[src/rtl/pc_ctrl.sv]
// Fetch-side program counter controller: owns the PC, sequences boot, redirect
// flush, stall/hold and misaligned-target halt, and keeps saturating counters.
module pc_ctrl #(
    parameter logic [31:0] RESET_ADDR   = 32'h0000_0000,
    parameter int          BOOT_CYCLES  = 2,
    parameter int          FLUSH_CYCLES = 2
) (
    input  logic        clk,
    input  logic        rst,
    input  logic        jump_en_i,
    input  logic [31:0] jump_addr_i,
    input  logic        hold_flag_i,
    input  logic        hold_bus_i,
    output logic [31:0] pc_o,
    output logic        inst_req_o,
    output logic        stall_o,
    output logic        flush_o,
    output logic        halt_o,
    output logic [31:0] jump_cnt_o,
    output logic [31:0] stall_cnt_o
);

    typedef enum logic [1:0] {
        BOOT = 2'd0,
        RUN  = 2'd1,
        HOLD = 2'd2,
        HALT = 2'd3
    } state_t;

    localparam logic [3:0] BOOT_LAST  = 4'(BOOT_CYCLES - 1);
    localparam logic [2:0] FLUSH_LAST = 3'(FLUSH_CYCLES - 1);

    state_t      state_q, state_d;
    logic [31:0] pc_q, pc_d;
    logic        inst_req_q, inst_req_d;
    logic        halt_q, halt_d;
    logic [3:0]  boot_cnt_q, boot_cnt_d;
    logic [2:0]  flush_cnt_q, flush_cnt_d;
    logic [31:0] jump_cnt_q, jump_cnt_d;
    logic [31:0] stall_cnt_q, stall_cnt_d;
    logic        valid_jump;
    logic        jump_taken;

    always_ff @(posedge clk or posedge rst) begin
        if (rst) begin
            state_q     <= BOOT;
            pc_q        <= RESET_ADDR;
            inst_req_q  <= 1'b0;
            halt_q      <= 1'b0;
            boot_cnt_q  <= '0;
            flush_cnt_q <= '0;
            jump_cnt_q  <= '0;
            stall_cnt_q <= '0;
        end else begin
            state_q     <= state_d;
            pc_q        <= pc_d;
            inst_req_q  <= inst_req_d;
            halt_q      <= halt_d;
            boot_cnt_q  <= boot_cnt_d;
            flush_cnt_q <= flush_cnt_d;
            jump_cnt_q  <= jump_cnt_d;
            stall_cnt_q <= stall_cnt_d;
        end
    end

    always_comb begin
        state_d     = state_q;
        pc_d        = pc_q;
        inst_req_d  = inst_req_q;
        halt_d      = halt_q;
        boot_cnt_d  = boot_cnt_q;
        flush_cnt_d = flush_cnt_q;
        stall_o     = 1'b0;
        flush_o     = 1'b0;
        valid_jump  = 1'b0;
        jump_taken  = 1'b0;

        case (state_q)
            BOOT: begin
                flush_o = 1'b1;
                if (boot_cnt_q == BOOT_LAST) begin
                    state_d    = RUN;
                    inst_req_d = 1'b1;
                end else begin
                    boot_cnt_d = boot_cnt_q + 4'd1;
                end
            end
            RUN, HOLD: begin
                // A jump arriving inside the flush window belongs to a squashed instruction.
                valid_jump = jump_en_i && (flush_cnt_q == 3'd0);
                stall_o    = hold_bus_i | (hold_flag_i & ~valid_jump);
                flush_o    = valid_jump | (flush_cnt_q != 3'd0);
                if (valid_jump && jump_addr_i[1]) begin
                    state_d    = HALT;
                    halt_d     = 1'b1;
                    inst_req_d = 1'b0;
                end else if (valid_jump) begin
                    // The redirect completes even under a bus wait; only later advance is frozen.
                    pc_d        = {jump_addr_i[31:1], 1'b0};
                    flush_cnt_d = FLUSH_LAST;
                    jump_taken  = 1'b1;
                    state_d     = stall_o ? HOLD : RUN;
                end else if (stall_o) begin
                    state_d = HOLD;
                end else begin
                    pc_d    = pc_q + 32'd4;
                    state_d = RUN;
                    if (flush_cnt_q != 3'd0) begin
                        flush_cnt_d = flush_cnt_q - 3'd1;
                    end
                end
            end
            default: begin
                flush_o = 1'b1;
            end
        endcase

        // Counters always reload from their own value so a held value persists.
        jump_cnt_d  = jump_cnt_q;
        stall_cnt_d = stall_cnt_q;
        if (jump_taken && (jump_cnt_q != 32'hFFFF_FFFF)) begin
            jump_cnt_d = jump_cnt_q + 32'd1;
        end
        if (stall_o && (stall_cnt_q != 32'hFFFF_FFFF)) begin
            stall_cnt_d = stall_cnt_q + 32'd1;
        end
    end

    assign pc_o        = pc_q;
    assign inst_req_o  = inst_req_q;
    assign halt_o      = halt_q;
    assign jump_cnt_o  = jump_cnt_q;
    assign stall_cnt_o = stall_cnt_q;

endmodule
[config.mk]
export PLATFORM = sky130hd
export DESIGN_NAME = pc_ctrl
export DESIGN_NICKNAME = d
export VERILOG_FILES = /design/src/rtl/pc_ctrl.sv
export SDC_FILE = /design/constraint.sdc
export NUM_CORES = 1
export LEC_CHECK = 0
export BUFFER_PORTS_ARGS = -buffer_cell sky130_fd_sc_hd__buf_2
export CORE_ASPECT_RATIO = 1.75
export CORE_MARGIN = 2
export CORE_UTILIZATION = 55
export CTS_CLUSTER_SIZE = 10
export DETAILED_ROUTE_END_ITERATION = 8
export PLACE_DENSITY = 0.86
export SETUP_SLACK_MARGIN = 0.3
export SLEW_MARGIN = 25
export SYNTH_ARGS = -nofsm -noshare
export SYNTH_HDL_FRONTEND = slang
export SYNTH_SLANG_ARGS = --single-unit
[constraint.sdc]
create_clock -name clk -period 5.7 [get_ports clk]
set_input_delay 0.57 -clock clk [delete_from_list [all_inputs] [get_ports clk]]
set_output_delay 0.57 -clock clk [all_outputs]
set_load 0.01 [all_outputs]
==> results by group <==
Run status
  • Status: completed

Logic synthesis
  • Post-synthesis instance area: 5550 um2
  • Post-synth EDFFs: 0
  • Syn Area/Cell: approximately 10 um2
  • Synth top area cells: dfrtp_1, xnor2_1, xor2_1, nand2_1, a21oi_1
  • Cell variety after synth: 60
  • Syn Inst Count: 571
  • Ys flop type: dfrtp_1
  • Synth warn: 0
  • Seq/Total Area, Yosys: 0.478
  • Cell taking the most area after synthesis: dfrtp_1
  • Share of the synthesized area in the top cell type: 0.478
  • Asr flop ratio synth: 1.00
  • Yosys reg bits: around 110
  • Post-Syn Nets: ~620

Min path
  • Type of the tightest min-delay check: in2async

Setup path
  • Critical path's slowest cell: dfrtp_1
  • Crit-path max cell delay: about 0.40 ns
  • Flop2flop setup slack: ~2.9 ns
  • CP Cell Sequence: inv_1 -> ha_1 -> ha_1 -> a21boi_0 -> o21ai_0 -> inv_1 -> buf_2
  • Critical Path Stages: 7
  • Critical path class: reg2out
  • CP required: just over 5 ns
  • Critical Path Start Type: flip-flop
  • Bufs and invs on worst path: 3
  • Crit path max-delay family: compound AO/OA/AOI/OAI gates
  • WP data arrival: 2.32 ns
  • R2R depth: 8
  • Critical path endpoint category: output port
  • Crit path max fanout: 10

Die
  • Die W: roughly 80 um
  • Initial Utilization: 0.563
  • Core area: approximately 9800 um2
  • DIE AREA: about 11000 um2
  • Placement Rows: 48
  • I/O Pins: ~140
  • Die Y-Extent: 137 um

Clocking
  • Clk sinks: between 100 and 150
  • Clk pin slew, worst setup/hold paths: roughly 0.07 ns
  • Maximum buffer depth of the clock tree: 2
  • Clock root buffer: clkbuf_16
  • Postcts setup bufs: 0
  • CTS Buf Count: 9
  • # resized after CTS: 0
  • Hold_buf cts: 0
  • CTS tree: done
  • H-tree Lvls: 3
  • Skew-Pair Late Insertion Delay: approximately 0.35 ns

Layout
  • Nets: 742
  • Antenna diodes: 0
  • Non-Filler Instances: about 830
  • Layout area overhead: 19.1%
  • Share of layout cells above drive strength 1: 0.251

Drt
  • Drt first pass iters: 7
  • DR iter-0 viols: between 300 and 400
  • Drt drc: 0
  • WL per Instance: 16.4 um
  • ANT nets after route: 0
  • Via count: around 4900
  • DR vias/cell: 5.97
  • Post-Route WL: ~14000 um

Flow run
  • Total of max-cap violations: 0

GRT
  • Global-route wire length before repair: approximately 22000 um
  • Gr ovfl total: 0
  • GRT Overall Usage: 0.251
  • Initial antenna violation count: 0
  • Vias in the first global route: roughly 4700
  • Maximum number of pins on one net before global-route repair: 65

STA
  • Fmax achieved: ~350 MHz
  • Minimum clock period: 2.89 ns
  • Fin Setup TNS: 0 ns
  • Unrepaired setup endpoints after global routing: no
  • Worst slew margin: 0.416
  • Final Cycle Share: 0.507
  • Fin. max-slew vios: 0
  • Fin Clk Skew: approximately 0.0098 ns
  • Final Hold Fails: 0
  • Worst slew pin tran: 0.875 ns
  • Setup violators final: 0

Power
  • VDD IR max: ~0.00018 V
  • Leakage Power: between 3 and 4 nW
  • Pwr/cell area: 214 nW/um2

Place
  • Inst Count DP: just over 800
  • Input/output buffers: 134
  • Post-detail-place hpwl: a little under 10000 um
  • GPL Wtd Cong: a little over 0.8
-- layout by cell type, fill, tap and decap left out, types with 3 or more instances in the layout --
master     netlist  final
nand2b_1         3      3
a21o_1           3      3
ha_1             8      8
buf_2            3    134
and3_1          10     10
xor2_1          27     27
clkbuf_16        0      9
nand4_1         26     26
a31oi_1          4      4
a2bb2oi_1       15     15
dfrtp_1        106    106
a211oi_1         3      3
and4_1          10     10
nand2_1         59     58
xnor2_1         33     33
buf_4            2      5
clkbuf_8         0      4
and2_1           6      6
nor3_2           4      4
o21ai_0         19     18
mux2_2           4      4
nor3_1          10     10
nor4_1           3      3
o22ai_1         17     17
a21oi_1         37     37
nor2_1          43     43
inv_1           16     15
nand3_1         37     37
-- area by class of cell --
class / instances / area, um2
fillers: 762 / 3250
clock buffers: 14 / 284
multi-input cells: 425 / 2730
flip-flops and latches: 106 / 2650
repair buffers: 139 / 708
clock inverters: 1 / 7.51
inverters: 16 / 62.6
well taps: 125 / 156
-- through the flow --
step                      worst slack, ns  hold WS [ns]  power (mW)   util  instance area [um2]
after floorplan                      2.34         0.447       0.796      -                 5550
after global placement               3.06         0.461       0.816  0.640                 6310
after detailed placement             2.93         0.464       0.818  0.640                 6310
after CTS                            2.82         0.286        1.42  0.670                 6600
after global routing                 2.64         0.313        1.46  0.670                 6600
final                                2.81         0.260        1.41  0.670                 6600
-- registers in the layout, indices dropped and copies added (netlist names) --
register / count
state_q: 2
flush_cnt_q: 3
pc_o: 31
inst_req_o: 1
stall_cnt_o: 32
boot_cnt_q: 4
jump_cnt_o: 32
halt_o: 1
-- routing by layer --
layer	share of wire	global-route usage	up-vias
li1	-	-	2310
met3	0.058	0.0495	40
met1	0.39	0.291	2364
met5	0	0	-
met2	0.53	0.445	218
met4	0.030	0.106	0
-- kinds of logic after synthesis --
family          share of synthesized area
compound gates                      0.138
xor+xnor                           0.0948
fa+ha+maj                          0.0181
buf+inv                            0.0305
flops                               0.478
mux                                0.0117
other cells                      0.000676
simple gates                        0.228
-- where the power goes --
part / internal (mW) / switching, mW
combinational: 0.0166 / 0.0340
sequential: 0.752 / 0
clock: 0.342 / 0.265
total: 1.11 / 0.300
-- worst reg2reg max path, stage by stage (launching register included) --
cell	delay (ns)
dfrtp_1	0.37
inv_1	0.08
ha_1	0.21
ha_1	0.31
a21boi_0	0.37
o2111ai_1	0.18
a211oi_1	0.75
nand4_1	0.22
xnor2_1	0.17
-- cells in the mapped netlist, drive strengths merged (16+ instances only) --
library cell / count
nand2: 59
a21oi: 37
xor2: 27
o21ai: 19
dfrtp: 106
nand3: 38
nand4: 28
nor2: 43
o22ai: 17
inv: 16
clkbuf: 18
xnor2: 33
-- worst paths after layout --
kind                                start              end
max reg2reg                flush_cnt_q[0]  stall_cnt_o[21]
min                                   rst   jump_cnt_o[26]
min reg2reg                        halt_o           halt_o
min in group clk           jump_addr_i[3]          pc_o[3]
max                        flush_cnt_q[0]          stall_o
max in group asynchronous             rst  stall_cnt_o[26]
Power figures use the tool's default switching activity.
